<file path="src/rtl/shared_pkg.sv">
// shared_pkg: common types and constants for the FIFO read side
package shared_pkg;
    localparam int FIFO_WIDTH = 16;
    typedef enum logic [1:0] {IDLE, RUN, STOPPING} reader_state_e;
endpackage

</file>
<file path="src/rtl/reader_skid_buf.sv">
// reader_skid_buf: 2-entry in-order buffer between the FIFO read port and the output stream
module reader_skid_buf
    import shared_pkg::*;
#(
    parameter int DATA_WIDTH = FIFO_WIDTH
) (
    input  logic                  clk,
    input  logic                  rst,
    input  logic                  push,
    input  logic                  pop,
    input  logic [DATA_WIDTH-1:0] din,
    output logic [1:0]            count,
    output logic [DATA_WIDTH-1:0] dout
);
    logic [DATA_WIDTH-1:0] d0, d1;
    assign dout = d0;
    // d0 is always the oldest word; d1 only holds the second word when two are queued
    always_ff @(posedge clk or posedge rst) begin
        if (rst) begin
            count <= 2'd0;
            d0    <= '0;
            d1    <= '0;
        end else begin
            count <= count + {1'b0, push} - {1'b0, pop};
            if (pop)
                d0 <= (push && count == 2'd1) ? din : d1;
            else if (push && count == 2'd0)
                d0 <= din;
            if (push && count == (pop ? 2'd2 : 2'd1))
                d1 <= din;
        end
    end
endmodule

</file>
<file path="src/rtl/fifo_reader.sv">
// fifo_reader: credit-based FIFO consumer presenting words on a valid/ready stream with statistics
module fifo_reader
    import shared_pkg::*;
#(
    parameter int DATA_WIDTH = FIFO_WIDTH,
    parameter int CNT_WIDTH  = 16
) (
    input  logic                  clk,
    input  logic                  rst,
    input  logic                  en,
    input  logic                  fifo_empty,
    input  logic                  fifo_underflow,
    input  logic [DATA_WIDTH-1:0] fifo_data_out,
    output logic                  fifo_rd_en,
    output logic                  m_valid,
    input  logic                  m_ready,
    output logic [DATA_WIDTH-1:0] m_data,
    output logic                  busy,
    output logic [CNT_WIDTH-1:0]  words_read,
    output logic [CNT_WIDTH-1:0]  underflow_cnt,
    output logic                  err
);
    reader_state_e state;
    logic          inflight;
    logic          pop;
    logic [1:0]    buf_count;
    logic [2:0]    credit;

    assign m_valid    = buf_count != 2'd0;
    assign pop        = m_valid && m_ready;
    assign credit     = {1'b0, buf_count} + {2'b0, inflight} - {2'b0, pop};
    assign fifo_rd_en = (state == RUN) && !fifo_empty && (credit < 3'd2);

    reader_skid_buf #(.DATA_WIDTH(DATA_WIDTH)) u_buf (
        .clk   (clk),
        .rst   (rst),
        .push  (inflight),
        .pop   (pop),
        .din   (fifo_data_out),
        .count (buf_count),
        .dout  (m_data)
    );

    // Run/stop control; en always wins, a stop only completes once nothing is buffered or in flight
    always_ff @(posedge clk or posedge rst) begin
        if (rst) begin
            state <= IDLE;
            busy  <= 1'b0;
        end else if (en) begin
            state <= RUN;
            busy  <= 1'b1;
        end else if (state == RUN) begin
            state <= STOPPING;
            busy  <= 1'b1;
        end else if (state == STOPPING && !inflight && buf_count == 2'd0) begin
            state <= IDLE;
            busy  <= 1'b0;
        end
    end

    // A read issued this cycle returns data on the FIFO port next cycle
    always_ff @(posedge clk or posedge rst) begin
        if (rst) inflight <= 1'b0;
        else     inflight <= fifo_rd_en;
    end

    // Saturating delivery/underflow statistics and sticky underflow error
    always_ff @(posedge clk or posedge rst) begin
        if (rst) begin
            words_read    <= '0;
            underflow_cnt <= '0;
            err           <= 1'b0;
        end else begin
            words_read    <= words_read + CNT_WIDTH'(pop && !(&words_read));
            underflow_cnt <= underflow_cnt + CNT_WIDTH'(fifo_underflow && !(&underflow_cnt));
            err           <= err | fifo_underflow;
        end
    end
endmodule
</file>
<file path="config.mk">
export PLATFORM = sky130hd
export DESIGN_NAME = fifo_reader
export DESIGN_NICKNAME = d
export VERILOG_FILES = /design/src/rtl/shared_pkg.sv /design/src/rtl/reader_skid_buf.sv /design/src/rtl/fifo_reader.sv
export SDC_FILE = /design/constraint.sdc
export NUM_CORES = 1
export LEC_CHECK = 0
export BUFFER_PORTS_ARGS = -buffer_cell sky130_fd_sc_hd__buf_2
export CORE_MARGIN = 2
export CORE_UTILIZATION = 50
export DETAILED_ROUTE_END_ITERATION = 7
export HOLD_SLACK_MARGIN = 0.06
export PLACE_DENSITY = 0.71
export REMOVE_ABC_BUFFERS = 1
export SLEW_MARGIN = 40
export SYNTH_ARGS = -nofsm -noshare
export SYNTH_HDL_FRONTEND = slang
export SYNTH_SLANG_ARGS = --single-unit
</file>
<file path="constraint.sdc">
create_clock -name clk -period 3.45 [get_ports clk]
set_input_delay 0.345 -clock clk [delete_from_list [all_inputs] [get_ports clk]]
set_output_delay 0.345 -clock clk [all_outputs]
set_load 0.1 [all_outputs]
</file>
Word level (Yosys, flattened, before mapping)
Cells that the tools add are included.
{ "word_totals": {"regBits": 71, "latch_bits": 0, "ram_bits": 0, "romBits": 0, "input_bits": 22, "mem_count": 0} }
{ "op_classes": {"n_addsub": 6, "mul": 0, "n_div": 0, "order_cmp": 1, "n_eq_ne": 4, "n_shift": 0, "mux": 10, "n_bitwise": 1, "reduce_logical": 20} }
{ "op_table": {"columns": ["op", "count"], "rows": [
  ["$mux 16", 3],
  ["$add 16x1->16", 2],
  ["$reduce_and 16->1", 2],
  ["$logic_and 1x1->1", 10],
  ["$mux 2", 4],
  ["$eq 2x1->1 const B", 2],
  ["$logic_not 1->1", 4],
  ["$reduce_bool 2->1", 2],
  ["$add 2x1->3", 1],
  ["$lt 3x2->1 const B", 1],
  ["$mux 1", 3],
  ["$reduce_bool 3->1", 1],
  ["$sub 3x1->3", 1],
  ["$add 2x1->2", 1],
  ["$eq 2x2->1", 1],
  ["$eq 2x2->1 const B", 1],
  ["$logic_not 2->1", 1],
  ["$sub 2x1->2", 1],
  ["$or 1x1->1", 1]
]} }

Logic depth before layout (Yosys ltp)
{ "depth": {"ltp_word": 6, "ltp_mapped": 9, "depth_no_buf": 8} }

By module
Synthesis repeated with hierarchy kept, for this count alone.
{ "unflattened": {"hier_cells": 264, "hier_area_um2": 3280.6} }
{ "by_module_without_submodules": {"columns": ["mod", "instances", "cells_per_inst", "area_per_inst_um2"], "rows": [
  ["fifo_reader", 1, 153, 1727.9],
  ["reader_skid_buf", 1, 111, 1552.7]
]} }

Worst setup path after synthesis
OpenSTA, ideal clock, no wires.
{ "synth_path": {"path_kind": "reg-to-reg", "from": "reg words_read[11]", "to": "reg words_read[12]", "t_arrival_ps": 2650, "required_ps": 3288, "setup_slack_ps": 638, "path_stages_with_launch": 9, "path_buffers": 0, "period_less_slack_ps": 2812, "path_cell_list": "dfrtp_1 nand3_1 or3_1 o311a_2 ha_1 ha_1 nand2_1 nor3_1 xor2_1"} }
{ "synth_between": {"elab_chain_cells": 4} }
{ "synth_lines": {"columns": ["element", "line_no", "source"], "rows": [
  ["start: declaration", "fifo_reader.sv:19", "output logic [CNT_WIDTH-1:0] words_read,"],
  ["start signal: assignment", "fifo_reader.sv:74", "words_read <= words_read + CNT_WIDTH'(pop && !(&words_read));"],
  ["$reduce_and 16->1", "fifo_reader.sv:74", null],
  ["$logic_not 1->1", "fifo_reader.sv:74", null],
  ["$logic_and 1x1->1", "fifo_reader.sv:74", null],
  ["$add 16x1->16 (*)", "fifo_reader.sv:74", null]
]} }
Mark *: on every way between the ends. The rest lies on a longest branch, timed or not.
A chain may end at the register's enable or synchronous reset.

Final worst setup path
{ "layout_path": {"from": "reg u_buf.count[0]", "to": "out fifo_rd_en"} }
{ "layout_between": {"elab_chain_cells": 5, "elab_cells_between_ends": 6, "classes_between": "add/sub (2); order compare (1); reduce/logical (3)"} }
{ "layout_lines": {"columns": ["element", "line_no", "source"], "rows": [
  ["start: declaration", "reader_skid_buf.sv:12", "output logic [1:0] count,"],
  ["start signal: assignment", "reader_skid_buf.sv:24", "count <= count + {1'b0, push} - {1'b0, pop};"],
  ["parallel branches: the longest is 2 deep, another holds $add 2x1->3", null, null],
  ["$sub 3x1->3 (*)", "fifo_reader.sv:31", "assign credit = {1'b0, buf_count} + {2'b0, inflight} - {2'b0, pop};"],
  ["via credit[1]", "fifo_reader.sv:27", "logic [2:0] credit;"],
  ["$lt 3x2->1 (*)", "fifo_reader.sv:32", "assign fifo_rd_en = (state == RUN) && !fifo_empty && (credit < 3'd2);"],
  ["$logic_and 1x1->1 (*)", "fifo_reader.sv:32", null],
  ["end: declaration", "fifo_reader.sv:14", "output logic fifo_rd_en,"]
]} }
Mark *: on every way through the listed nets, which the timed path passes.

==> run_results.csv <==
group,metric,value,unit
drt,dr.first_iter.drc_count,99,
floorplanning,dieArea,0.00689,mm2
timing,setup-violations-final,0,
worst_setup_path,cp_cell_sequence,"nand3b_1 > nand2_1 > ha_1 > fa_1 > nor2_1 > and4_1 > buf_2",
layout,final_area,0.00377,mm2
clocking,clkLatencyLatePin,0.33,ns
hold_path,worst_hold_startpoint,"en",
synth,synth_area_per_cell,13.1,um2
floorplanning,die_w,83,um
clocking,clock_tree.buffer_depth,2,
global_routing,global_route_wire_length_before_repair,10600,um
outcome,status,"complete, no violations",
timing,setup_repair_after_global_routing_missed_its_margin,"no",
worst_setup_path,end_of_the_worst_register_to_register_path,"words_read[12]",
layout,drive_above_1_share,0.387,
synth,yosysMostFrequentCell,"sky130_fd_sc_hd__dfrtp_1",
synth,synthesis.instances,239,
synth,synthDominantCellAreaShare,0.569,
timing,drv_slew,0,
clocking,clock_sink_count,71,
place,placedInstanceArea,0.00355,mm2
clocking,ctsHoldBuffers,1,
clocking,postCtsSetupRepairBufs,0,
worst_setup_path,cpPeakStageDelay,0.43,ns
worst_setup_path,timing.reg2reg.setup_slack,1.20,ns
synth,synth_register_bits,71,
floorplanning,core_region,0.00599,mm2
synth,synth_warnings,0,
synth,synth_area,0.00312,mm2
drt,vias,2114,
synth,post-synth-top-area-cell,"sky130_fd_sc_hd__dfrtp_1",
layout,post_layout_nonfiller_instances,401,
synth,ys_async_sr_fraction,1.00,
worst_setup_path,worst-endpoint-required,3.11,ns
worst_setup_path,path_class,"flip-flop to output pin",
drt,routed_wl,6090,um
place,numPortBuffers,73,
timing,achievable-frequency,364,MHz
synth,synth.yosys.seq_area_share,0.569,
timing,timing.slew.headroom,0.535,
drt,drt_antenna_net_count,0,
clocking,clk_pin_slew,0.08,ns
worst_setup_path,timing.critical_path.to_type,"output pin",
worst_setup_path,crit_arrival,2.40,ns
clocking,cts_tree,"built",
floorplanning,die_h,83,um
global_routing,groute.usage.overall,0.191,
timing,period_share,0.797,
timing,final_period_minus_worst_setup_slack,2.75,ns
place,place.detailed.instances,384,
clocking,htreeDepth,3,
global_routing,grt_antenna_before_repair,0,
timing,timing.clock.skew,0.00988,ns
layout,layout.nets,351,
synth,synth-edff-count,0,
clocking,cts_buffers,9,
worst_setup_path,reg2reg_from,"words_read[4]",
synth,post_synth_most_frequent_cells,"sky130_fd_sc_hd__dfrtp_1, sky130_fd_sc_hd__xnor2_1, sky130_fd_sc_hd__nand3_1",
timing,worst-slew-pin-transition,0.683,ns
clocking,cts_resized,0,
drt,route.detailed.wl_per_inst,15.2,um
worst_setup_path,startpoint_type,"flip-flop",
layout,n_fill_cell,491,
synth,post_synth_num_cell_types,38,
synth,yosys-top-cells-area,"sky130_fd_sc_hd__dfrtp_1, sky130_fd_sc_hd__xnor2_1, sky130_fd_sc_hd__mux2_4",
floorplanning,floorplan.initialDensity,0.521,
place,routabilityCongestion,0.755,
synth,synth_ff_type,"sky130_fd_sc_hd__dfrtp_1",
layout,num_antenna_cells,0,
global_routing,grt_max_degree,38,
drt,drt-pass1-iter-count,4,
floorplanning,pin_count,74,
timing,hold_viol,0,
timing,finalSetupTns,0,ns
global_routing,grt_overflow,0,
drt,post_drt_via_cell_ratio,5.27,
layout,flow.area_growth_from_synthesis,20.9,%
job,cap_violations,0,
hold_path,holdCritPathClass,"input pin to flip-flop",
global_routing,grt_pass1_vias,2167,
drt,post-route-drc-count,0,
worst_setup_path,timing.critical_path.fanout_max,5,
place,dp_hpwl,4220,um
floorplanning,rows,28,
hold_path,whs_endpoint,"state[1]",
clocking,clk_root_buffer_cell,"sky130_fd_sc_hd__clkbuf_8",
worst_setup_path,reg2reg_depth,8,
worst_setup_path,critical-path-slowest-cell,"sky130_fd_sc_hd__fa_1",
timing,hold_slack,0.193,ns
hold_path,hold_depth,2,
-- cells by family after synthesis --
family	synth area share
adder cells (fa/ha/maj)	0.0345
AND/OR/NAND/NOR	0.105
buffers and inverters	0.0225
AO/OA/AOI/OAI	0.110
XOR/XNOR	0.0814
multiplexers	0.0770
flip-flops	0.569
-- cells in the final DEF, fill, tap and decap left out, types with 2 or more instances in the layout --
cell type,n
sky130_fd_sc_hd__dfrtp_1,71
sky130_fd_sc_hd__buf_4,2
sky130_fd_sc_hd__a22o_2,6
sky130_fd_sc_hd__mux2_4,10
sky130_fd_sc_hd__and2_1,2
sky130_fd_sc_hd__nand4_1,8
sky130_fd_sc_hd__a21o_1,11
sky130_fd_sc_hd__and3_1,2
sky130_fd_sc_hd__clkbuf_1,2
sky130_fd_sc_hd__nand2b_1,2
sky130_fd_sc_hd__mux2_2,6
sky130_fd_sc_hd__inv_1,6
sky130_fd_sc_hd__a21oi_1,2
sky130_fd_sc_hd__buf_2,73
sky130_fd_sc_hd__clkbuf_8,12
sky130_fd_sc_hd__xor2_1,9
sky130_fd_sc_hd__nor2_1,8
sky130_fd_sc_hd__nor4_1,2
sky130_fd_sc_hd__nand3_1,13
sky130_fd_sc_hd__nor3_1,6
sky130_fd_sc_hd__a22o_1,10
sky130_fd_sc_hd__a21o_2,6
sky130_fd_sc_hd__ha_1,7
sky130_fd_sc_hd__nand2_1,11
sky130_fd_sc_hd__xnor2_1,20
-- flip-flops by register name (all words and copies together) (netlist names) --
name,cells
busy,1
err,1
inflight,1
state,2
u_buf.count,2
u_buf.d1,16
u_buf.dout,16
underflow_cnt,16
words_read,16
-- how the worst max path moves through the flow --
stage	start	cells after the start	to
floorplan	words_read[11]	8	words_read[12]
global placement	m_ready	8	fifo_rd_en
detailed placement	m_ready	8	fifo_rd_en
CTS	u_buf.count[0]	7	fifo_rd_en
global route	u_buf.count[0]	7	fifo_rd_en
finish	u_buf.count[0]	7	fifo_rd_en
-- layout make-up --
class	instances	area, um2	share of cell area
Clock buffer	14	173	0.0458
Clock inverter	2	37.5	0.00995
Inverter	7	26.3	0.00697
Multi-Input combinational cell	156	1270	0.338
Sequential cell	71	1780	0.471
Tap cell	75	93.8	0.0249
Timing Repair Buffer	76	390	0.104
-- worst max-delay path: cells and delay by family, from the launching register on --
| kind | cells | cell delay (ns) |
|---|---|---|
| DFF | 1 | 0.42 |
| adders and majority gates | 2 | 0.59 |
| and+or+nand+nor | 4 | 0.64 |
| buffers and inverters | 1 | 0.43 |
-- metrics by stage --
stage / utilization / worst slack, ns
2_1_floorplan: - / 0.637
3_3_place_gp: 0.593 / 1.08
3_5_place_dp: 0.593 / 1.01
4_1_cts: 0.629 / 0.681
5_1_grt: 0.629 / 0.514
6_report: 0.629 / 0.700
-- routing by layer --
layer	part of all wire	wire length (um)	global-route usage	vias to the layer above
met2	0.44	2670	0.277	53
li1	-	-	-	1010
met5	0	0	0	-
met4	0.012	76	0.0686	0
met3	0.040	246	0.0427	9
met1	0.51	3090	0.282	1042
Power is left out: the tool's default activity adds up to more than one toggle a clock period on the data nets, which glitch-free logic cannot reach.
